==> src/rtl/hazard_ctrl_if.sv <==
// hazard_ctrl_if: pipeline-side hazard inputs and pipeline-register controls; master = pipeline, slave = hazard unit
interface hazard_ctrl_if #(
  parameter int REG_AW = 3,
  parameter int NUM_SRC = 2,
  parameter int CNT_W = 16
);
  logic id_ex_mem_read;
  logic id_ex_reg_write;
  logic [REG_AW-1:0] id_ex_rd;
  logic ex_mem_reg_write;
  logic [REG_AW-1:0] ex_mem_rd;
  logic [NUM_SRC*REG_AW-1:0] if_id_rs;
  logic [NUM_SRC-1:0] if_id_rs_valid;
  logic dmem_req;
  logic dmem_done;
  logic redirect;
  logic perf_clr;
  logic pc_write;
  logic if_id_write;
  logic id_ex_write;
  logic ex_mem_write;
  logic id_ex_bubble;
  logic if_id_flush;
  logic id_ex_flush;
  logic mem_wait;
  logic [CNT_W-1:0] loaduse_cnt;
  logic [CNT_W-1:0] memwait_cnt;
  modport master (
    output id_ex_mem_read, id_ex_reg_write, id_ex_rd, ex_mem_reg_write, ex_mem_rd,
           if_id_rs, if_id_rs_valid, dmem_req, dmem_done, redirect, perf_clr,
    input  pc_write, if_id_write, id_ex_write, ex_mem_write, id_ex_bubble,
           if_id_flush, id_ex_flush, mem_wait, loaduse_cnt, memwait_cnt
  );
  modport slave (
    input  id_ex_mem_read, id_ex_reg_write, id_ex_rd, ex_mem_reg_write, ex_mem_rd,
           if_id_rs, if_id_rs_valid, dmem_req, dmem_done, redirect, perf_clr,
    output pc_write, if_id_write, id_ex_write, ex_mem_write, id_ex_bubble,
           if_id_flush, id_ex_flush, mem_wait, loaduse_cnt, memwait_cnt
  );
endinterface

==> src/rtl/hazard_ctrl_unit.sv <==
// hazard_ctrl_unit: load-use/RAW stall, memory freeze FSM, redirect flush, saturating stall counters; ports clk, rst_n, bus (hazard_ctrl_if.slave)
module hazard_ctrl_unit #(
  parameter int REG_AW = 3,
  parameter int NUM_SRC = 2,
  parameter int FWD_EN = 1,
  parameter int CNT_W = 16
) (
  input logic clk,
  input logic rst_n,
  hazard_ctrl_if.slave bus
);
  typedef enum logic {RUN, MEM_WAIT} state_t;
  state_t state, state_nx;
  logic [NUM_SRC-1:0] hit_ex, hit_mem;
  logic data_haz, mem_stall, sel_redir, sel_haz;
  logic [CNT_W-1:0] lu_cnt, mw_cnt;
  for (genvar i = 0; i < NUM_SRC; i++) begin : g_src
    assign hit_ex[i] = bus.if_id_rs_valid[i] & (bus.if_id_rs[i*REG_AW +: REG_AW] == bus.id_ex_rd);
    assign hit_mem[i] = bus.if_id_rs_valid[i] & (bus.if_id_rs[i*REG_AW +: REG_AW] == bus.ex_mem_rd);
  end
  always_comb begin
    data_haz = (FWD_EN != 0) ? (bus.id_ex_mem_read & bus.id_ex_reg_write & |hit_ex)
                             : ((bus.id_ex_reg_write & |hit_ex) | (bus.ex_mem_reg_write & |hit_mem));
    mem_stall = (state == MEM_WAIT) | (bus.dmem_req & ~bus.dmem_done);
    sel_redir = ~mem_stall & bus.redirect;
    sel_haz = ~mem_stall & ~bus.redirect & data_haz;
    state_nx = (state == RUN) ? ((bus.dmem_req & ~bus.dmem_done) ? MEM_WAIT : RUN)
                              : (bus.dmem_done ? RUN : MEM_WAIT);
    bus.pc_write = rst_n & ~mem_stall & ~sel_haz;
    bus.if_id_write = rst_n & ~mem_stall & ~sel_haz;
    bus.id_ex_write = rst_n & ~mem_stall;
    bus.ex_mem_write = rst_n & ~mem_stall;
    bus.id_ex_bubble = ~rst_n | sel_haz;
    bus.if_id_flush = rst_n & sel_redir;
    bus.id_ex_flush = rst_n & sel_redir;
  end
  always_ff @(posedge clk or negedge rst_n)
    if (!rst_n) begin
      state <= RUN;
      lu_cnt <= '0;
      mw_cnt <= '0;
    end else begin
      state <= state_nx;
      lu_cnt <= bus.perf_clr ? '0 : lu_cnt + CNT_W'(sel_haz & ~&lu_cnt);
      mw_cnt <= bus.perf_clr ? '0 : mw_cnt + CNT_W'(mem_stall & ~&mw_cnt);
    end
  assign bus.mem_wait = (state == MEM_WAIT);
  assign bus.loaduse_cnt = lu_cnt;
  assign bus.memwait_cnt = mw_cnt;
endmodule

==> src/flat_wrapper.sv <==
// flat-port wrapper written by rule: the top's interface ports become plain ports
module hazard_ctrl_unit_flat 
#(
  parameter int REG_AW = 3,
  parameter int NUM_SRC = 2,
  parameter int FWD_EN = 1,
  parameter int CNT_W = 16
)
  (clk, rst_n, bus_id_ex_mem_read, bus_id_ex_reg_write, bus_id_ex_rd, bus_ex_mem_reg_write, bus_ex_mem_rd, bus_if_id_rs, bus_if_id_rs_valid, bus_dmem_req, bus_dmem_done, bus_redirect, bus_perf_clr, bus_pc_write, bus_if_id_write, bus_id_ex_write, bus_ex_mem_write, bus_id_ex_bubble, bus_if_id_flush, bus_id_ex_flush, bus_mem_wait, bus_loaduse_cnt, bus_memwait_cnt);
  hazard_ctrl_if #(.REG_AW(REG_AW), .NUM_SRC(NUM_SRC), .CNT_W(CNT_W)) bus_i ();
  input logic clk;
  input logic rst_n;
  input wire logic [$bits(bus_i.id_ex_mem_read)-1:0] bus_id_ex_mem_read;
  input wire logic [$bits(bus_i.id_ex_reg_write)-1:0] bus_id_ex_reg_write;
  input wire logic [$bits(bus_i.id_ex_rd)-1:0] bus_id_ex_rd;
  input wire logic [$bits(bus_i.ex_mem_reg_write)-1:0] bus_ex_mem_reg_write;
  input wire logic [$bits(bus_i.ex_mem_rd)-1:0] bus_ex_mem_rd;
  input wire logic [$bits(bus_i.if_id_rs)-1:0] bus_if_id_rs;
  input wire logic [$bits(bus_i.if_id_rs_valid)-1:0] bus_if_id_rs_valid;
  input wire logic [$bits(bus_i.dmem_req)-1:0] bus_dmem_req;
  input wire logic [$bits(bus_i.dmem_done)-1:0] bus_dmem_done;
  input wire logic [$bits(bus_i.redirect)-1:0] bus_redirect;
  input wire logic [$bits(bus_i.perf_clr)-1:0] bus_perf_clr;
  output wire logic [$bits(bus_i.pc_write)-1:0] bus_pc_write;
  output wire logic [$bits(bus_i.if_id_write)-1:0] bus_if_id_write;
  output wire logic [$bits(bus_i.id_ex_write)-1:0] bus_id_ex_write;
  output wire logic [$bits(bus_i.ex_mem_write)-1:0] bus_ex_mem_write;
  output wire logic [$bits(bus_i.id_ex_bubble)-1:0] bus_id_ex_bubble;
  output wire logic [$bits(bus_i.if_id_flush)-1:0] bus_if_id_flush;
  output wire logic [$bits(bus_i.id_ex_flush)-1:0] bus_id_ex_flush;
  output wire logic [$bits(bus_i.mem_wait)-1:0] bus_mem_wait;
  output wire logic [$bits(bus_i.loaduse_cnt)-1:0] bus_loaduse_cnt;
  output wire logic [$bits(bus_i.memwait_cnt)-1:0] bus_memwait_cnt;
  assign bus_i.id_ex_mem_read = bus_id_ex_mem_read;
  assign bus_i.id_ex_reg_write = bus_id_ex_reg_write;
  assign bus_i.id_ex_rd = bus_id_ex_rd;
  assign bus_i.ex_mem_reg_write = bus_ex_mem_reg_write;
  assign bus_i.ex_mem_rd = bus_ex_mem_rd;
  assign bus_i.if_id_rs = bus_if_id_rs;
  assign bus_i.if_id_rs_valid = bus_if_id_rs_valid;
  assign bus_i.dmem_req = bus_dmem_req;
  assign bus_i.dmem_done = bus_dmem_done;
  assign bus_i.redirect = bus_redirect;
  assign bus_i.perf_clr = bus_perf_clr;
  assign bus_pc_write = bus_i.pc_write;
  assign bus_if_id_write = bus_i.if_id_write;
  assign bus_id_ex_write = bus_i.id_ex_write;
  assign bus_ex_mem_write = bus_i.ex_mem_write;
  assign bus_id_ex_bubble = bus_i.id_ex_bubble;
  assign bus_if_id_flush = bus_i.if_id_flush;
  assign bus_id_ex_flush = bus_i.id_ex_flush;
  assign bus_mem_wait = bus_i.mem_wait;
  assign bus_loaduse_cnt = bus_i.loaduse_cnt;
  assign bus_memwait_cnt = bus_i.memwait_cnt;
  hazard_ctrl_unit #(.REG_AW(REG_AW), .NUM_SRC(NUM_SRC), .FWD_EN(FWD_EN), .CNT_W(CNT_W)) u_core (.clk(clk), .rst_n(rst_n), .bus(bus_i));
endmodule
==> config.mk <==
export PLATFORM = sky130hd
export DESIGN_NAME = hazard_ctrl_unit_flat
export DESIGN_NICKNAME = d
export VERILOG_FILES = /design/src/rtl/hazard_ctrl_if.sv /design/src/rtl/hazard_ctrl_unit.sv /design/src/flat_wrapper.sv
export SDC_FILE = /design/constraint.sdc
export NUM_CORES = 1
export LEC_CHECK = 0
export ABC_AREA = 1
export CORE_MARGIN = 1.5
export CORE_UTILIZATION = 46
export DETAILED_ROUTE_END_ITERATION = 8
export PLACE_DENSITY = 0.79
export SLEW_MARGIN = 20
export SYNTH_ARGS = -nofsm -noshare
export SYNTH_HDL_FRONTEND = slang
export SYNTH_SLANG_ARGS = --single-unit
==> constraint.sdc <==
create_clock -name clk -period 2.08 [get_ports clk]
set_input_delay 0.416 -clock clk [delete_from_list [all_inputs] [get_ports clk]]
set_output_delay 0.416 -clock clk [all_outputs]
set_load 0.005 [all_outputs]
# Word-level counts from Yosys, hierarchy flattened
# Cells that the tools add are included.
# word_totals
regBits,33
input_bits,23
output_inout_bits,40
word_cells,37
# op_classes
addsub,2
n_eq_ne,2
muxes,5
n_bitwise,20
n_reduce_logical,5
# op_table
cell,n
$add A16 B16 Y16,2
$mux W16,2
$reduce_and A16 Y1,2
$and A1 B1 Y1,13
$eq A3 B3 Y1,2
$not A1 Y1,5
$mux W1,3
$logic_not A1 Y1,2
$or A1 B1 Y1,2
$reduce_or A2 Y1,1

# Longest topological paths before layout
# Gate-level depths: netlist of the first run.
# depth
ltp_word,9
mapped_depth,16
depth_no_buf,16

# Worst setup path before layout of the first run
# No wires, ideal clock.
# synth_path
kind,input port to flip-flop
startpoint,input port bus_dmem_req
endpoint,register u_core.mw_cnt[10] (netlist: u_core.bus.memwait_cnt[10])
setup_time_ns,0.132
arrival_time_ns,1.700
required_ns,1.948
path_slack_ns,0.248
cell_stages,13
n_path_buf,0
path_cell_list,inv_1 o21ai_0 inv_1 nor2_1 ha_1 ha_1 nand2_2 nor2_4 nand2_1 nor2_1 nand2_1 nand2_1 nor2_1
# synth_via
elab_chain_len,5
# synth_rtl
item,line,rtl
from (decl),flat_wrapper.sv:20,input wire logic [$bits(bus_i.dmem_req)-1:0] bus_dmem_req;
$and A1 B1 Y1,hazard_ctrl_unit.sv:24,mem_stall = (state == MEM_WAIT) | (bus.dmem_req & ~bus.dmem_done);
$or A1 B1 Y1,hazard_ctrl_unit.sv:24,
$and A1 B1 Y1,hazard_ctrl_unit.sv:45,mw_cnt <= bus.perf_clr ? '0 : mw_cnt + CNT_W'(mem_stall & ~&mw_cnt);
$add A16 B16 Y16,hazard_ctrl_unit.sv:45,
$mux W16,hazard_ctrl_unit.sv:45,
to (signal assigned),hazard_ctrl_unit.sv:45,
to (decl),hazard_ctrl_unit.sv:16,"logic [CNT_W-1:0] lu_cnt, mw_cnt;"
# No other way between the ends.

# Worst setup path after layout of the first run
# layout_path
startpoint,register u_core.lu_cnt[4] (netlist: u_core.bus.loaduse_cnt[4])
endpoint,register u_core.lu_cnt[1] (netlist: u_core.bus.loaduse_cnt[1])
# layout_via
elab_chain_len,5
# layout_rtl
item,line,rtl
from (decl),hazard_ctrl_unit.sv:16,
from (signal assigned),hazard_ctrl_unit.sv:44,lu_cnt <= bus.perf_clr ? '0 : lu_cnt + CNT_W'(sel_haz & ~&lu_cnt);
$reduce_and A16 Y1,hazard_ctrl_unit.sv:44,
$logic_not A1 Y1,hazard_ctrl_unit.sv:44,
$and A1 B1 Y1,hazard_ctrl_unit.sv:44,
$add A16 B16 Y16,hazard_ctrl_unit.sv:44,
$mux W16,hazard_ctrl_unit.sv:44,
# No other way between the ends.

==> results.tsv, run 1 <==
stage	metric	value	unit
setup_path	Critical Path Most Common Cell	buf_4	
timing	max-slew violations	0	
setup_path	critical path's largest stage delay	420	ps
die	Die Area	4750	sq um
timing	final hold viol count	0	
setup_path	crit path kind	flop to flop	
setup_path	CP required	2250	ps
logic_synthesis	top cells by area, synth	dfrtp_1 41%, nand2_1 14%, nor2_1 11%	
cells_and_area	proportion of layout cells with a drive suffix above 1	0.229	
timing	Max transition margin	0.713	
power_and_ir_drop	part of the power in registers	0.478	
detailed_routing	DRC viols	0	
setup_path	crit path launch type	flop	
setup_path	Crit path buffers/inverters	3	
logic_synthesis	synth warn	0	
place	GPL Wtd Cong	0.804	
setup_path	worst flop-to-flop path endpoint	u_core.bus.loaduse_cnt[1]	
power_and_ir_drop	Power Total	0.00137	W
setup_path	crit path DAT	2210	ps
place	IO Port Bufs	58	
detailed_routing	Vias per Instance	4.99	
hold_path	worst hold path type	input pin to flop	
clock_tree	Clock Path Buffers	2	
logic_synthesis	Synth cell types	21	
die	IO Count	63	
hold_path	Hold EP	u_core.bus.mem_wait	
power_and_ir_drop	Leak Pwr	1.48	nW
setup_path	CP Capture Type	flop	
cells_and_area	Area Overhead vs Synth	55.8	%
job	max cap viols	0	
clock_tree	Clock transition at path regs	80	ps
logic_synthesis	Mapped Nets	319	
setup_path	r2r setup slk	40	ps
hold_path	Worst Hold Launch	bus_dmem_req	
detailed_routing	vias	2185	
die	chip width	68.9	um
outcome	status	completed	
grt	gr usage total	0.243	
grt	first-pass GRT wire length	8580	um
cells_and_area	fill count	311	
clock_tree	hold_buf cts	0	
grt	vias in the first global route	1984	
cells_and_area	Multi-input gate area	1110	sq um
clock_tree	Skew-Pair Late Insertion Delay	290	ps
timing	Final Cycle Share	0.981	
grt	largest net degree at the start of global routing	34	
power_and_ir_drop	peak supply drop	0.507	mV
logic_synthesis	number of synthesized register bits	33	
cells_and_area	post-layout net count	414	
setup_path	Crit Path Max Fanout	6	
detailed_routing	number of routed nets with antenna violations	0	
logic_synthesis	Synth area leader	dfrtp_1	
setup_path	Critical R2R Launch	u_core.bus.loaduse_cnt[4]	
cells_and_area	most frequent cells in the layout	73 x nand2_1, 52 x nor2_1, 39 x clkdlybuf4s50_1	
hold_path	hold depth	3	
die	Initial Util	0.489	
detailed_routing	drt initial violations	148	
detailed_routing	drt wl/cell	12.7	um
clock_tree	TritonCTS clock tree	done	
die	core area	4090	sq um
cells_and_area	Core Util, Final	0.762	
power_and_ir_drop	Internal	0.00103	W
timing	Max Freq	490	MHz
detailed_routing	Routed Wire Length	5570	um
grt	initial antenna violation count	0	
logic_synthesis	Syn Inst Count	292	
timing	Worst Clk Skew	10.6	ps
setup_path	CP delay by family, top	simple AND/OR/NAND/NOR gates	
place	cell area after placement	2790	sq um
power_and_ir_drop	Psw	0.000340	W
setup_path	CP max stage cell	dfrtp_2	
logic_synthesis	Synth Cell Area	2000	sq um
place	dpl hpwl	3710	um
setup_path	R2R depth	11	
logic_synthesis	Synth Area per Inst	6.84	sq um
detailed_routing	DRT Pass-1 Iters	4	
cells_and_area	Final Instance Area	3110	sq um
power_and_ir_drop	Clock Power Share	0.403	
die	chip height	68.9	um
power_and_ir_drop	combinational share of power	0.119	
die	row cnt	23	
clock_tree	CTS HTree Levels	2	
power_and_ir_drop	PwrDens	440	nW/um^2
logic_synthesis	Synth top area share	0.413	
setup_path	crit-path cells	nand2_1, nor2_1, nand2_1, nor2_2, nor2_4, ha_4, buf_4, buf_4, buf_4, o21ai_0, a21oi_1	
power_and_ir_drop	Switching Fraction	0.248	
clock_tree	Clock Tree Root	clkbuf_8	
timing	Worst-Margin Slew	431	ps
logic_synthesis	register area share after synthesis	0.413	
timing	final setup TNS	0	ps
timing	Period minus WS final	2040	ps
cells_and_area	Storage cell area	827	sq um
clock_tree	clock sinks	33	
timing	final setup fails	0	
clock_tree	CTS buffer count	5	
grt	aggregate global routing overflow	0	
cells_and_area	most common cell after layout, fill and taps aside	nand2_1	
cells_and_area	ant diodes	0	
==> worst min-delay path, cell delays in order <==
cell and delay (ps):
dlymetal6s2s_1 130, inv_2 60, a21oi_1 60
==> cell families (layout without fill, tap and decap cells) <==
| family | after synthesis | in the layout | share of synthesized area |
|---|---|---|---|
| compound gates | 33 | 33 | 0.0908 |
| simple gates | 174 | 174 | 0.372 |
| buf+inv | 47 | 143 | 0.0946 |
| fa+ha+maj | 4 | 4 | 0.0250 |
| xor+xnor | 1 | 1 | 0.00438 |
| flops | 33 | 33 | 0.413 |
==> synthesized netlist by cell type, drive strengths merged <==
| cell type | number |
|---|---|
| clkbuf | 2 |
| inv | 41 |
| nor3 | 5 |
| buf | 4 |
| o21ai | 13 |
| nor2 | 70 |
| a21oi | 15 |
| ha | 4 |
| nand3b | 1 |
| dfrtp | 33 |
| nand3 | 8 |
| o21bai | 5 |
| nand4 | 5 |
| nand2 | 85 |
| xor2 | 1 |
==> what timing repair did <==
item / in CTS / in global routing
pin swaps: 8 / 25
setup endpoints to repair: 18 / 30
buffers inserted: 4 / 8
gates cloned: 0 / 0
resized for setup: 23 / 38
==> final cells by class <==
type	count	area share
Clock inverter	1	0.00161
Timing Repair Buffer	94	0.277
Sequential cell	33	0.266
Inverter	41	0.0494
Multi-Input combinational cell	212	0.356
Tap cell	50	0.0201
Clock buffer	7	0.0309
==> per-stage QoR <==
| stage | hold slack (ps) | cells | worst slack (ps) |
|---|---|---|---|
| 2_1_floorplan | 120 | 292 | 248 |
| 3_3_place_gp | 511 | 418 | -321 |
| 3_5_place_dp | 519 | 418 | -370 |
| 4_1_cts | 449 | 430 | 2.62 |
| 5_1_grt | 438 | 438 | -65.8 |
| 6_report | 415 | 438 | 40.2 |
==> flip-flops by register name, indices dropped and copies added (netlist names) <==
name                    flops
u_core.bus.loaduse_cnt     16
u_core.bus.mem_wait         1
u_core.bus.memwait_cnt     16
==> routing by layer <==
| layer | wire length, um | share of wire | track usage | vias to the layer above |
|---|---|---|---|---|
| met3 | 267 | 0.048 | 0.0536 | 7 |
| met1 | 2420 | 0.43 | 0.301 | 1031 |
| met2 | 2820 | 0.51 | 0.417 | 59 |
| li1 | - | - | - | 1088 |
| met4 | 66 | 0.012 | 0.0833 | 0 |
| met5 | 0 | 0 | 0 | - |
==> power by group through the flow <==
stage          clock network [W]  registers, W  logic [W]
2_1_floorplan                  0      0.000667  0.0000564
3_3_place_gp                   0      0.000665   0.000153
3_5_place_dp                   0      0.000665   0.000155
4_1_cts                 0.000557      0.000653   0.000154
5_1_grt                 0.000580      0.000655   0.000185
6_report                0.000551      0.000654   0.000163
==> worst max path at each step <==
stage                                    from                          to  slack, ps  depth (start not counted)
finish              u_core.bus.loaduse_cnt[4]   u_core.bus.loaduse_cnt[1]         40                         11
global route        u_core.bus.loaduse_cnt[4]   u_core.bus.loaduse_cnt[1]        -70                         11
CTS                              bus_dmem_req             bus_id_ex_write          3                          7
detailed placement            bus_id_ex_rd[0]  u_core.bus.loaduse_cnt[15]       -370                         17
global placement              bus_id_ex_rd[0]  u_core.bus.loaduse_cnt[15]       -320                         17
floorplan                        bus_dmem_req  u_core.bus.memwait_cnt[10]        250                         13
Power figures use the tool's default switching activity.
==> inputs of run 2 (changes only) <==
--- a/config.mk
+++ b/config.mk
@@ -9,7 +9,7 @@
 export CORE_MARGIN = 1.5
 export CORE_UTILIZATION = 46
 export DETAILED_ROUTE_END_ITERATION = 8
-export PLACE_DENSITY = 0.79
+export PLACE_DENSITY = 0.83
 export SLEW_MARGIN = 20
 export SYNTH_ARGS = -nofsm -noshare
 export SYNTH_HDL_FRONTEND = slang
==> results.tsv, run 2 (synthesis gave the netlist of run 1 again) <==
stage	metric	value	unit	change
setup_path	CP required	2260	ps	about the same
die	Die Area	4750	sq um	unchanged
cells_and_area	Final Instance Area	3020	sq um	-2.9%
clock_tree	Clock Tree Root	clkbuf_8		
setup_path	Crit Path Max Fanout	4		-2
power_and_ir_drop	combinational share of power	0.129		+0.010
detailed_routing	Vias per Instance	5.03		+0.88%
setup_path	CP delay by family, top	simple AND/OR/NAND/NOR gates		
setup_path	CP Capture Point	u_core.bus.loaduse_cnt[5]		
detailed_routing	drt wl/cell	12.5	um	-1.8%
timing	final setup fails	0		unchanged
timing	Final Cycle Share	0.976		-0.00482
power_and_ir_drop	Leak Pwr	1.35	nW	-8.6%
power_and_ir_drop	Psw	0.000316	W	-7.1%
hold_path	Worst Hold Launch	bus_dmem_req		
detailed_routing	DRT Pass-1 Iters	4		unchanged
die	IO Count	63		unchanged
setup_path	Crit path buffers/inverters	3		unchanged
job	max cap viols	0		unchanged
place	dpl ws	-391	ps	-21.0 ps
clock_tree	Clock Path Buffers	2		unchanged
clock_tree	Clock transition at path regs	70	ps	about the same
clock_tree	CTS HTree Levels	2		unchanged
clock_tree	CTS buffer count	5		unchanged
hold_path	worst hold path type	input pin to flop		
power_and_ir_drop	Internal	0.000969	W	-5.8%
timing	Worst-Margin Slew	413	ps	-18.0 ps
cells_and_area	most frequent cells in the layout	74 x nand2_1, 50 x nor2_1, 41 x clkdlybuf4s50_1		
place	IO Port Bufs	58		unchanged
timing	final hold viol count	0		unchanged
cells_and_area	Area Overhead vs Synth	51.2	%	
die	core area	4090	sq um	unchanged
die	chip width	68.9	um	unchanged
place	dpl hpwl	3710	um	about the same
detailed_routing	vias	2154		-1.4%
detailed_routing	Routed Wire Length	5350	um	-4.0%
timing	Max Freq	493	MHz	+0.49%
grt	first-pass GRT wire length	8120	um	-5.4%
clock_tree	Skew-Pair Late Insertion Delay	280	ps	about the same
cells_and_area	proportion of layout cells with a drive suffix above 1	0.206		-0.0230
grt	largest net degree at the start of global routing	34		unchanged
setup_path	Worst path depth	14		+3
detailed_routing	number of routed nets with antenna violations	0		unchanged
timing	RSZ-0062 raised after global routing	yes		
power_and_ir_drop	Clock Power Share	0.358		-0.045
setup_path	Critical Path Start	bus_if_id_rs[2]		
cells_and_area	post-layout net count	404		-2.4%
cells_and_area	most common cell after layout, fill and taps aside	nand2_1		
clock_tree	hold_buf cts	0		unchanged
clock_tree	clock sinks	33		unchanged
setup_path	CP max stage cell	clkdlybuf4s50_1		
setup_path	R2R depth	13		+2
cells_and_area	Core Util, Final	0.739		-0.0224
setup_path	critical path's largest stage delay	480	ps	+60 ps
die	Initial Util	0.489		unchanged
place	GPL Wtd Cong	0.824		+2.6%
grt	initial antenna violation count	0		unchanged
grt	aggregate global routing overflow	0		unchanged
power_and_ir_drop	part of the power in registers	0.513		+0.035
setup_path	CP Capture Type	flop		
setup_path	r2r setup slk	70	ps	+30 ps
place	cell area after placement	2760	sq um	-1.1%
setup_path	crit path kind	input pin to flop		
detailed_routing	DRC viols	0		unchanged
setup_path	worst flop-to-flop path endpoint	u_core.bus.memwait_cnt[8]		
grt	vias in the first global route	1940		-2.2%
cells_and_area	ant diodes	0		unchanged
timing	worst setup margin	50.2	ps	+10.0 ps
setup_path	Critical Path Most Common Cell	nor2_1		
outcome	status	completed		
die	chip height	68.9	um	unchanged
setup_path	Critical R2R Launch	u_core.bus.memwait_cnt[13]		
setup_path	crit path launch type	input pin		
timing	Period minus WS final	2030	ps	-10.0 ps
grt	gr usage total	0.231		-0.0120
die	row cnt	23		unchanged
clock_tree	TritonCTS clock tree	done		
timing	max-slew violations	0		unchanged
power_and_ir_drop	peak supply drop	0.396	mV	-22%
setup_path	crit-path cells	clkdlybuf4s50_1, nor2_1, nor2_1, nand2_1, nand2_2, nand2_4, nor2_4, ha_2, nand2_2, nor2_4, buf_4, inv_1, o21ai_0, nor2_1		
timing	Worst Clk Skew	4.02	ps	-6.58 ps
detailed_routing	drt initial violations	102		-31%
power_and_ir_drop	PwrDens	425	nW/um^2	-3.3%
timing	Max transition margin	0.725		+0.0120
power_and_ir_drop	Switching Fraction	0.246		-0.00252
setup_path	crit path DAT	2210	ps	about the same
## run 2: cell count changes in the layout (fill, tap and decap cells not counted), sizes merged
cell / before / now
dlymetal6s2s: 7 / 3
clkbuf: 7 / 8
buf: 36 / 26
clkdlybuf4s15: 0 / 3
dlygate4sd2: 12 / 11
clkinv: 1 / 0
clkdlybuf4s50: 39 / 41
## run 2: power groups by stage
stage | Sequential, W | Combinational, W | Clock (W)
after global routing | 0.000660 | 0.000181 | 0.000496
after detailed placement | 0.000667 | 0.000153 | 0
final | 0.000660 | 0.000165 | 0.000460
after floorplan | 0.000667 | 0.0000564 | 0
after CTS | 0.000655 | 0.000150 | 0.000472
after global placement | 0.000667 | 0.000148 | 0
## run 2: repair_timing
item | CTS | global route
buffers inserted | 1 | 5
endpoints found under the setup margin | 20 | 29
pin swaps | 7 | 15
resized for setup | 26 | 40
## run 2: worst min-delay path by stage
stage	end	depth (start not counted)	slack, ps
after global placement	u_core.bus.mem_wait	2	520
after detailed placement	u_core.bus.loaduse_cnt[8]	2	530
after global routing	u_core.bus.mem_wait	3	470
final	u_core.bus.mem_wait	3	450
after floorplan	u_core.bus.loaduse_cnt[0]	0	120
after CTS	u_core.bus.mem_wait	2	460
## run 2: through the flow
step / TNS, ps / hold slack (ps) / total power [W] / instances
2_1_floorplan: 0 / 120 / 0.000724 / 292
3_3_place_gp: -7520 / 517 / 0.000815 / 414
3_5_place_dp: -9580 / 532 / 0.000820 / 414
4_1_cts: 0 / 455 / 0.00128 / 423
5_1_grt: -165 / 475 / 0.00134 / 428
6_report: 0 / 452 / 0.00128 / 428
## run 2: worst min-delay path, cell delays in order
cell and delay [ps]:
dlymetal6s2s_1 130, inv_2 80, a21oi_1 70
## run 2: area by class of cell
cell class                      instances  area (sq um)
Tap cell                               50          62.6
Clock buffer                            8          80.1
Multi-Input combinational cell        212          1120
Inverter                               41           154
Sequential cell                        33           827
Fill cell                             329          1060
Timing Repair Buffer                   84           774
## run 2: per-layer routing
layer | up-vias | track usage | part of all wire
met5 | - | 0 | 0
met4 | 0 | 0.0735 | 0.015
met3 | 10 | 0.0601 | 0.047
met2 | 56 | 0.416 | 0.51
met1 | 1012 | 0.267 | 0.43
li1 | 1076 | - | -
==> inputs of run 3 (changes only) <==
==> constraint.sdc (replaced) <==
create_clock -name clk -period 2.08 [get_ports clk]
set_input_delay 0.312 -clock clk [delete_from_list [all_inputs] [get_ports clk]]
set_output_delay 0.312 -clock clk [all_outputs]
set_load 0.005 [all_outputs]
==> results.tsv, run 3 (synthesis gave the netlist of run 1 again) <==
stage	metric	value	unit	change
timing	Final Cycle Share	0.976		about the same
place	dpl cells	414		unchanged
setup_path	CP max stage cell	clkdlybuf4s50_1		
die	chip height	68.9	um	unchanged
detailed_routing	DRC viols	0		unchanged
die	row cnt	23		unchanged
power_and_ir_drop	peak supply drop	0.353	mV	-11%
clock_tree	Clock Tree Root	clkbuf_8		
die	Die Area	4750	sq um	unchanged
cells_and_area	proportion of layout cells with a drive suffix above 1	0.196		-0.0106
detailed_routing	Vias per Instance	4.98		-0.97%
setup_path	critical path's largest stage delay	500	ps	+20 ps
timing	worst setup margin	50.0	ps	-0.211 ps
grt	gr usage total	0.247		+0.0162
die	IO Count	63		unchanged
job	max cap viols	0		unchanged
die	core area	4090	sq um	unchanged
clock_tree	Skew-Pair Late Insertion Delay	310	ps	+30 ps
power_and_ir_drop	part of the power in registers	0.503		-0.010
power_and_ir_drop	Internal	0.000961	W	-0.88%
detailed_routing	drt initial violations	142		+39%
clock_tree	TritonCTS clock tree	done		
detailed_routing	vias	2133		-0.97%
clock_tree	Clock Path Buffers	2		unchanged
timing	final hold viol count	0		unchanged
timing	Period minus WS final	2030	ps	+0.211 ps
power_and_ir_drop	Psw	0.000344	W	+9.0%
place	GPL Wtd Cong	0.837		+1.6%
cells_and_area	post-layout net count	404		unchanged
cells_and_area	Area Overhead vs Synth	50.6	%	
setup_path	crit path DAT	2270	ps	+60 ps
setup_path	CP required	2320	ps	+60 ps
power_and_ir_drop	Clock Power Share	0.377		+0.019
setup_path	crit-path cells	clkdlybuf4s50_1, o21ai_2, nor2_1, nand2_2, nor2_4, ha_4, nand2_4, nor2_4, nand2_2, o21ai_2, nand2_1, nor2_1		
timing	RSZ-0062 raised after global routing	yes		
die	chip width	68.9	um	unchanged
die	Initial Util	0.489		unchanged
place	IO Port Bufs	58		unchanged
timing	Max Freq	493	MHz	about the same
timing	final setup fails	0		unchanged
timing	max-slew violations	0		unchanged
outcome	status	completed		
cells_and_area	most frequent cells in the layout	73 x nand2_1, 54 x nor2_1, 47 x clkdlybuf4s50_1		
grt	vias in the first global route	1995		+2.8%
setup_path	Crit Path Max Fanout	6		+2
timing	Worst-Margin Slew	609	ps	+197 ps
grt	largest net degree at the start of global routing	21		-38%
power_and_ir_drop	Leak Pwr	1.39	nW	+2.9%
setup_path	CP delay by family, top	simple AND/OR/NAND/NOR gates		
setup_path	crit path kind	input pin to flop		
detailed_routing	number of routed nets with antenna violations	0		unchanged
cells_and_area	Layout Cells excl Fill	428		unchanged
place	dpl hpwl	3950	um	+6.6%
grt	first-pass GRT wire length	8530	um	+5.0%
grt	aggregate global routing overflow	0		unchanged
setup_path	crit path launch type	input pin		
detailed_routing	DRT Pass-1 Iters	4		unchanged
timing	Max transition margin	0.593		-0.132
power_and_ir_drop	PwrDens	434	nW/um^2	+2.0%
power_and_ir_drop	Switching Fraction	0.264		+0.0180
setup_path	Crit path buffers/inverters	1		-2
hold_path	worst hold path type	input pin to async pin		
timing	Worst Clk Skew	5.02	ps	+1.01 ps
cells_and_area	ant diodes	0		unchanged
clock_tree	CTS HTree Levels	2		unchanged
power_and_ir_drop	combinational share of power	0.120		-0.009
clock_tree	Clock transition at path regs	70	ps	about the same
clock_tree	CTS buffer count	5		unchanged
place	dpl ws	-346	ps	+44.9 ps
detailed_routing	Routed Wire Length	5660	um	+5.8%
setup_path	CP Capture Type	flop		
cells_and_area	most common cell after layout, fill and taps aside	nand2_1		
detailed_routing	drt wl/cell	13.2	um	+5.8%
clock_tree	clock sinks	33		unchanged
grt	initial antenna violation count	0		unchanged
run 3: cell types whose count changed in the layout (fill, tap and decap cells not counted), moves of 2 or more:
cell / previous run / this run
o21ai_0: 6 / 8
inv_2: 4 / 2
nor2_2: 12 / 10
nor2_4: 8 / 6
clkdlybuf4s50_1: 41 / 47
o21ai_2: 0 / 2
dlymetal6s2s_1: 3 / 8
clkdlybuf4s15_1: 2 / 0
nor2_1: 50 / 54
dlygate4sd2_1: 11 / 3
o21ai_1: 6 / 3
inv_1: 37 / 39
clkinv_2: 0 / 2
clkbuf_1: 3 / 1
run 3: through the flow:
| step | power, W | setup TNS (ps) | hold slack (ps) | area, sq um | utilization |
|---|---|---|---|---|---|
| after floorplan | 0.000724 | 0 | 16.4 | 2000 | - |
| after global placement | 0.000816 | -3870 | 517 | 2760 | 0.675 |
| after detailed placement | 0.000822 | -5920 | 525 | 2760 | 0.675 |
| after CTS | 0.00131 | 0 | 457 | 2850 | 0.697 |
| after global routing | 0.00136 | -475 | 501 | 3010 | 0.736 |
| final | 0.00130 | 0 | 479 | 3010 | 0.736 |
run 3: repair_timing:
| action | CTS | global route |
|---|---|---|
| setup buffers | 0 | 6 |
| resized for setup | 7 | 37 |
| endpoints found under the setup margin | 6 | 23 |
| hold buffers | 0 | 0 |
| pin swaps | 0 | 17 |
run 3: area by class of cell:
type,instances,area (sq um)
flip-flops and latches,33,826
repair buffers,84,792
inverters,41,154
clock buffers,6,72.6
well taps,50,62.6
fillers,339,1080
multi-input cells,212,1090
clock inverters,2,10.0
run 3: metal layers:
| metal | share of wire | wire length (um) | up-vias | track usage |
|---|---|---|---|---|
| met3 | 0.039 | 219 | 13 | 0.0487 |
| li1 | - | - | 1069 | - |
| met4 | 0.025 | 140 | 0 | 0.105 |
| met2 | 0.52 | 2950 | 58 | 0.433 |
| met1 | 0.41 | 2340 | 993 | 0.294 |
| met5 | 0 | 0 | - | 0 |
run 3: final timing paths:
kind	start	to	slack (ps)	cells past startpoint
min in group clk	u_core.bus.loaduse_cnt[8]	u_core.bus.loaduse_cnt[8]	550	2
max in group asynchronous	rst_n	u_core.bus.loaduse_cnt[0]	1380	2
worst min-delay path	rst_n	u_core.bus.loaduse_cnt[3]	480	2
worst max register to register	u_core.bus.loaduse_cnt[4]	u_core.bus.loaduse_cnt[11]	100	12
worst max-delay path	bus_dmem_done	u_core.bus.loaduse_cnt[14]	50	12
worst min register to register	u_core.bus.loaduse_cnt[8]	u_core.bus.loaduse_cnt[8]	550	2
run 3: power groups by stage:
stage          sequential, W  combinational [W]  clock [W]
2_1_floorplan       0.000667          0.0000564          0
3_3_place_gp        0.000667           0.000149          0
3_5_place_dp        0.000667           0.000154          0
4_1_cts             0.000655           0.000154   0.000496
5_1_grt             0.000657           0.000175   0.000523
6_report            0.000657           0.000156   0.000492
